### src/rtl/seg7_pkg.sv
// Shared types and helpers for the seven-segment scan controller.
// lead_digit is only used when SEG7_SCAN_LEADING_ZERO_BLANK_EN is defined.
package seg7_pkg;

    localparam int DIGIT_W    = 4;
    localparam int MAX_DIGITS = 32;

    typedef enum logic [1:0] {
        IDLE  = 2'd0,
        SHOW  = 2'd1,
        BLANK = 2'd2
    } scan_state_t;

    // Highest digit position holding a nonzero code; 0 when every digit is zero.
    function automatic int lead_digit(input logic [MAX_DIGITS*DIGIT_W-1:0] disp,
                                      input int num);
        int lead;
        lead = 0;
        for (int i = 0; i < MAX_DIGITS; i++) begin
            if ((i < num) && (disp[i*DIGIT_W +: DIGIT_W] != 4'd0)) begin
                lead = i;
            end else begin
                lead = lead;
            end
        end
        return lead;
    endfunction

endpackage

### src/rtl/seg7_scan_ctrl.sv
// Time-multiplexed seven-segment scan controller with frame-aligned value commits.
// Optional build macro SEG7_SCAN_LEADING_ZERO_BLANK_EN darkens leading-zero digits.
module seg7_scan_ctrl
    import seg7_pkg::*;
#(
    parameter int NUM_DIGITS   = 4,
    parameter int TICK_DIV     = 2,
    parameter int BLANK_CYCLES = 1
) (
    input  logic                          clk,
    input  logic                          reset_n,
    input  logic                          enable,
    input  logic                          load_valid,
    output logic                          load_ready,
    input  logic [NUM_DIGITS*DIGIT_W-1:0] load_data,
    output logic [DIGIT_W-1:0]            digit_code,
    output logic [NUM_DIGITS-1:0]         digit_sel,
    output logic                          frame_done
);

    localparam int CNT_MAX = (TICK_DIV > BLANK_CYCLES) ? TICK_DIV : BLANK_CYCLES;
    localparam int CNT_W   = $clog2(CNT_MAX + 1);
    localparam int IDX_W   = (NUM_DIGITS > 1) ? $clog2(NUM_DIGITS) : 1;
    localparam int DATA_W  = NUM_DIGITS * DIGIT_W;

    localparam logic [CNT_W-1:0] TICK_LAST  = CNT_W'(TICK_DIV - 1);
    localparam logic [CNT_W-1:0] BLANK_LAST = CNT_W'((BLANK_CYCLES > 0) ? (BLANK_CYCLES - 1) : 0);
    localparam logic [IDX_W-1:0] IDX_LAST   = IDX_W'(NUM_DIGITS - 1);

    scan_state_t            state_r, state_next_s;
    logic [IDX_W-1:0]       idx_r, idx_next_s;
    logic [CNT_W-1:0]       cnt_r, cnt_next_s;
    logic [DATA_W-1:0]      display_r, display_next_s;
    logic [DATA_W-1:0]      pending_r, pending_next_s;
    logic                   pending_full_r, pending_full_next_s;
    logic [NUM_DIGITS-1:0]  digit_sel_r, digit_sel_next_s;
    logic [DIGIT_W-1:0]     digit_code_r, digit_code_next_s;
    logic                   frame_done_r, frame_done_next_s;
    logic                   slot_end_s;

    // Next-state logic: load capture, scan sequencing and frame-boundary commit.
    always_comb begin
        state_next_s        = state_r;
        idx_next_s          = idx_r;
        cnt_next_s          = cnt_r;
        display_next_s      = display_r;
        pending_next_s      = pending_r;
        pending_full_next_s = pending_full_r;
        slot_end_s          = 1'b0;

        if (load_valid && !pending_full_r) begin
            pending_next_s      = load_data;
            pending_full_next_s = 1'b1;
        end else begin
            pending_next_s      = pending_r;
        end

        case (state_r)
            IDLE: begin
                if (pending_full_r) begin
                    display_next_s      = pending_r;
                    pending_full_next_s = 1'b0;
                end else begin
                    display_next_s      = display_r;
                end
                if (enable) begin
                    state_next_s = SHOW;
                    idx_next_s   = '0;
                    cnt_next_s   = '0;
                end else begin
                    state_next_s = IDLE;
                end
            end
            SHOW: begin
                if (!enable) begin
                    state_next_s = IDLE;
                    idx_next_s   = '0;
                    cnt_next_s   = '0;
                end else if (cnt_r == TICK_LAST) begin
                    if (BLANK_CYCLES == 0) begin
                        slot_end_s = 1'b1;
                    end else begin
                        state_next_s = BLANK;
                        cnt_next_s   = '0;
                    end
                end else begin
                    cnt_next_s = cnt_r + CNT_W'(1);
                end
            end
            BLANK: begin
                if (!enable) begin
                    state_next_s = IDLE;
                    idx_next_s   = '0;
                    cnt_next_s   = '0;
                end else if (cnt_r == BLANK_LAST) begin
                    slot_end_s = 1'b1;
                end else begin
                    cnt_next_s = cnt_r + CNT_W'(1);
                end
            end
            default: begin
                state_next_s = IDLE;
                idx_next_s   = '0;
                cnt_next_s   = '0;
            end
        endcase

        // Slot wrap: the last slot of a frame is the only place new values land.
        if (slot_end_s) begin
            state_next_s = SHOW;
            cnt_next_s   = '0;
            if (idx_r == IDX_LAST) begin
                idx_next_s = '0;
                if (pending_full_r) begin
                    display_next_s      = pending_r;
                    pending_full_next_s = 1'b0;
                end else begin
                    display_next_s      = display_r;
                end
            end else begin
                idx_next_s = idx_r + IDX_W'(1);
            end
        end else begin
            idx_next_s = idx_next_s;
        end
    end

    // Output decode from the upcoming state so outputs leave a register.
    always_comb begin
        digit_sel_next_s  = '0;
        digit_code_next_s = '0;
        frame_done_next_s = 1'b0;

        case (state_next_s)
            SHOW: begin
                digit_sel_next_s  = NUM_DIGITS'(1) << idx_next_s;
                digit_code_next_s = display_next_s[idx_next_s*DIGIT_W +: DIGIT_W];
`ifdef SEG7_SCAN_LEADING_ZERO_BLANK_EN
                if (idx_next_s > IDX_W'(lead_digit((MAX_DIGITS*DIGIT_W)'(display_next_s), NUM_DIGITS))) begin
                    digit_sel_next_s = '0;
                end else begin
                    digit_sel_next_s = digit_sel_next_s;
                end
`endif
            end
            BLANK: begin
                digit_sel_next_s  = '0;
                digit_code_next_s = digit_code_r;
            end
            default: begin
                digit_sel_next_s  = '0;
                digit_code_next_s = '0;
            end
        endcase

        if (BLANK_CYCLES == 0) begin
            frame_done_next_s = (state_next_s == SHOW) && (idx_next_s == IDX_LAST) &&
                                (cnt_next_s == TICK_LAST);
        end else begin
            frame_done_next_s = (state_next_s == BLANK) && (idx_next_s == IDX_LAST) &&
                                (cnt_next_s == BLANK_LAST);
        end
    end

    // State and output registers.
    always_ff @(posedge clk or negedge reset_n) begin
        if (!reset_n) begin
            state_r        <= IDLE;
            idx_r          <= '0;
            cnt_r          <= '0;
            display_r      <= '0;
            pending_r      <= '0;
            pending_full_r <= 1'b0;
            digit_sel_r    <= '0;
            digit_code_r   <= '0;
            frame_done_r   <= 1'b0;
        end else begin
            state_r        <= state_next_s;
            idx_r          <= idx_next_s;
            cnt_r          <= cnt_next_s;
            display_r      <= display_next_s;
            pending_r      <= pending_next_s;
            pending_full_r <= pending_full_next_s;
            digit_sel_r    <= digit_sel_next_s;
            digit_code_r   <= digit_code_next_s;
            frame_done_r   <= frame_done_next_s;
        end
    end

    assign load_ready = !pending_full_r;
    assign digit_sel  = digit_sel_r;
    assign digit_code = digit_code_r;
    assign frame_done = frame_done_r;

endmodule

### config.mk
export PLATFORM = sky130hd
export DESIGN_NAME = seg7_scan_ctrl
export DESIGN_NICKNAME = d
export VERILOG_FILES = /design/src/rtl/seg7_pkg.sv /design/src/rtl/seg7_scan_ctrl.sv
export SDC_FILE = /design/constraint.sdc
export NUM_CORES = 1
export LEC_CHECK = 0
export CAP_MARGIN = 15
export CORE_MARGIN = 1
export CORE_UTILIZATION = 35
export CTS_BUF_LIST = sky130_fd_sc_hd__clkbuf_8
export DETAILED_ROUTE_END_ITERATION = 12
export PLACE_DENSITY_LB_ADDON = 0.15
export SYNTH_ARGS = -nofsm -noshare
export SYNTH_HDL_FRONTEND = slang
export SYNTH_SLANG_ARGS = --single-unit
export TNS_END_PERCENT = 50
### constraint.sdc
create_clock -name clk -period 2.7 [get_ports clk]
set_input_delay 0.675 -clock clk [delete_from_list [all_inputs] [get_ports clk]]
set_output_delay 0.675 -clock clk [all_outputs]
set_load 0.02 [all_outputs]
==> insert_results.sql <==
INSERT INTO impl_metrics (metric_group, metric, value, unit) VALUES
('status', 'status', 'finished, final reports clean', ''),
('layout', 'layout.cells.most_common', 'sky130_fd_sc_hd__dfrtp_1', ''),
('clocking', 'clock_sink_count', '48', ''),
('global_routing', 'grt_pass1_wl', '6.893', 'mm'),
('floorplan', 'pin_count', '30', ''),
('synth', 'synth_cell_types', '36', ''),
('clocking', 'clock_path_buffers', '2', ''),
('layout', 'count_of_nets_after_finishing', '226', ''),
('layout', 'final_core_util', '45.35', '%'),
('layout', 'n_antenna_cell', '0', ''),
('floorplan', 'design.core.area', '0.005921', 'sq mm'),
('critical_path', 'setup.worst_path.start_class', 'input pin', ''),
('power_and_ir_drop', 'vdd.ir_drop.worst', '0.3467', 'mV'),
('global_routing', 'grt_pass1_vias', '1419', ''),
('critical_path', 'crit_buf_inv', '2', ''),
('synth', 'post-synth-top-area-cell', 'sky130_fd_sc_hd__dfrtp_1', ''),
('floorplan', 'start_util', '36.18', '%'),
('layout', 'multiInputGateArea', '887.1', 'sq um'),
('placed_design', 'placement.cell_area', '0.002592', 'sq mm'),
('sta', 'finalCritPeriodShare', '91.21', '%'),
('clocking', 'cts_resized', '0', ''),
('power_and_ir_drop', 'power.share.clock', '21.3', '%'),
('synth', 'postSynthNetCount', '183', ''),
('critical_path', 'criticalPathCategory', 'input pin to flip-flop', ''),
('power_and_ir_drop', 'p_leak', '0.001240', 'uW'),
('drt', 'firstDrtPassIters', '4', ''),
('clocking', 'clk_transition_reported_paths', '90', 'ps'),
('layout', 'n_fill_cell', '540', ''),
('clocking', 'cts_root_buf', 'sky130_fd_sc_hd__clkbuf_8', ''),
('critical_path', 'critical_path_peak_fanout', '12', ''),
('global_routing', 'initial_antenna_violation_count', '0', ''),
('sta', 'timing.final.setup_violations', '0', ''),
('layout', 'final-seq-area', '0.001201', 'sq mm'),
('clocking', 'post-cts-setup-buffers', '0', ''),
('synth', 'count_of_flip_flops_with_a_built_in_enable_after_synthesis', '0', ''),
('clocking', 'clkLatencyLatePin', '300', 'ps'),
('floorplan', 'floorplan.die_area', '0.006437', 'sq mm'),
('power_and_ir_drop', 'comb_power_share', '28.0', '%'),
('drt', 'postRouteAntennaNets', '0', ''),
('synth', 'synth_top_cell_area_share', '56.07', '%'),
('sta', 'worst_slew_pin_slew', '672.2', 'ps'),
('sta', 'slew_violations', '0', ''),
('drt', 'drt-total-wl', '3.951', 'mm'),
('synth', 'ys_seq_elements', '48', ''),
('drt', 'route.vias.total', '1334', ''),
('critical_path', 'critical-path-top-delay-family', 'buffers and inverters', ''),
('drt', 'routedWlPerCell', '14.42', 'microns'),
('layout', 'layout-drive-gt1-share', '28.14', '%'),
('synth', 'synth_area_leaders', 'sky130_fd_sc_hd__dfrtp_1, sky130_fd_sc_hd__mux2_2, sky130_fd_sc_hd__mux2_4', ''),
('clocking', 'cts_buffers', '5', ''),
('clocking', 'h_tree_depth', '2', ''),
('synth', 'synth.avg_cell_area', '13.82', 'sq um'),
('synth', 'synth.yosys.warnings', '0', ''),
('clocking', 'postCtsHoldBufs', '0', ''),
('power_and_ir_drop', 'cellInternalPower', '1433', 'uW'),
('drt', 'drt_drc_violations_left', '0', ''),
('critical_path', 'slowest_delay', '590', 'ps'),
('power_and_ir_drop', 'swShare', '27.36', '%'),
('critical_path', 'setup.reg_to_reg.worst_slack', '370', 'ps'),
('clocking', 'cts_tree', 'built', ''),
('critical_path', 'timing.critical_path.arrival', '2640', 'ps'),
('layout', 'most-common-layout-cells', 'sky130_fd_sc_hd__dfrtp_1, sky130_fd_sc_hd__clkdlybuf4s50_1, sky130_fd_sc_hd__mux2_2', ''),
('floorplan', 'floorplan.die.width', '80.23', 'microns'),
('power_and_ir_drop', 'p_seq_share', '50.6', '%'),
('power_and_ir_drop', 'power_density', '734.6', 'mW/mm^2'),
('placed_design', 'globalplace.congestion', '0.7299', ''),
('floorplan', 'fp.dieH', '80.23', 'microns'),
('sta', 'fmax', '406.1', 'MHz'),
('critical_path', 'critical-path-slowest-cell', 'sky130_fd_sc_hd__clkdlybuf4s50_1', ''),
('layout', 'synthToLayoutAreaGrowth', '25.35', '%'),
('synth', 'syn_inst', '155', '');
-- routing by layer --
| metal | share of wire [%] | vias up | GRT usage, % |
|---|---|---|---|
| met5 | 0 | - | 0 |
| met3 | 4.0 | 6 | 3.750 |
| met1 | 48 | 669 | 18.30 |
| met2 | 47 | 26 | 22.99 |
| li1 | - | 633 | - |
| met4 | 1.2 | 0 | 4.286 |
-- stage by stage --
| stage | TNS [ps] | std cells | setup WS (ps) | total power [uW] | hold WS, ps |
|---|---|---|---|---|---|
| after floorplan | 0 | 155 | 384.2 | 1378 | 379.4 |
| after global placement | -15.06 | 266 | -6.193 | 1555 | 482.5 |
| after detailed placement | -192.2 | 266 | -58.84 | 1574 | 478.2 |
| after CTS | 0 | 274 | 261.6 | 2003 | 420.3 |
| after global routing | 0 | 274 | 133.3 | 2095 | 440.7 |
| final | 0 | 274 | 237.4 | 1973 | 397.0 |
-- worst reg2reg max path: stages, from the launching register on --
cell and delay [ps]:
sky130_fd_sc_hd__dfrtp_1 420, sky130_fd_sc_hd__inv_1 90, sky130_fd_sc_hd__ha_1 300, sky130_fd_sc_hd__nand2_1 80, sky130_fd_sc_hd__a31o_1 240, sky130_fd_sc_hd__a32oi_1 190
sky130_fd_sc_hd__buf_4 230, sky130_fd_sc_hd__mux2_2 350, sky130_fd_sc_hd__a221o_1 300
-- layout make-up --
cell class / count / share of cell area (%)
clock inverters: 3 / 0.8854
clock buffers: 5 / 2.563
well taps: 75 / 3.495
repair buffers: 40 / 14.17
flip-flops and latches: 48 / 44.73
inverters: 8 / 1.118
multi-input cells: 95 / 33.04
-- path summary, 6_finish.rpt --
check,to,startpoint,cells past startpoint
worst max-delay path,digit_code[2]$_DFFE_PN0P_,enable,7
worst min-delay path,pending_r[15]$_DFFE_PN0P_,reset_n,1
worst max register to register,digit_code[2]$_DFFE_PN0P_,state_r[0]$_DFF_PN0_,8
worst min register to register,display_r[10]$_DFF_PN0_,display_r[10]$_DFF_PN0_,1
max in group asynchronous,display_r[9]$_DFF_PN0_,reset_n,2
min in group clk,display_r[10]$_DFF_PN0_,display_r[10]$_DFF_PN0_,1
-- flip-flops by register name (all words and copies together), names as in the netlist --
| signal | flops |
|---|---|
| pending_r | 16 |
| display_r | 16 |
| digit_code | 4 |
| digit_sel | 4 |
| state_r | 2 |
| pending_full_r | 1 |
| frame_done | 1 |
| cnt_r | 2 |
| idx_r | 2 |
-- logic make-up after synthesis --
kind of cell / Yosys count / synth area share, %
fa+ha+maj: 8 / 4.673
flops: 48 / 56.07
simple gates: 28 / 7.301
compound gates: 19 / 7.244
mux: 40 / 22.20
buf+inv: 12 / 2.511
-- synth_stat cells, drive strengths merged, types with 2 or more instances --
| cell type | instances |
|---|---|
| and2 | 4 |
| nand2 | 5 |
| inv | 8 |
| nor2b | 8 |
| nand2b | 2 |
| mux2 | 36 |
| a221o | 4 |
| mux2i | 4 |
| a22o | 2 |
| dfrtp | 48 |
| buf | 3 |
| ha | 8 |
| a22oi | 2 |
| nor3 | 4 |
-- power by group through the flow --
stage / registers [uW] / clock network [uW] / logic (uW)
2_1_floorplan: 1000 / 0 / 374
3_3_place_gp: 1000 / 0 / 552
3_5_place_dp: 1020 / 0 / 558
4_1_cts: 1000 / 437 / 562
5_1_grt: 1020 / 469 / 601
6_report: 999 / 421 / 553
Note: power is estimated with default switching activity, not from simulation.
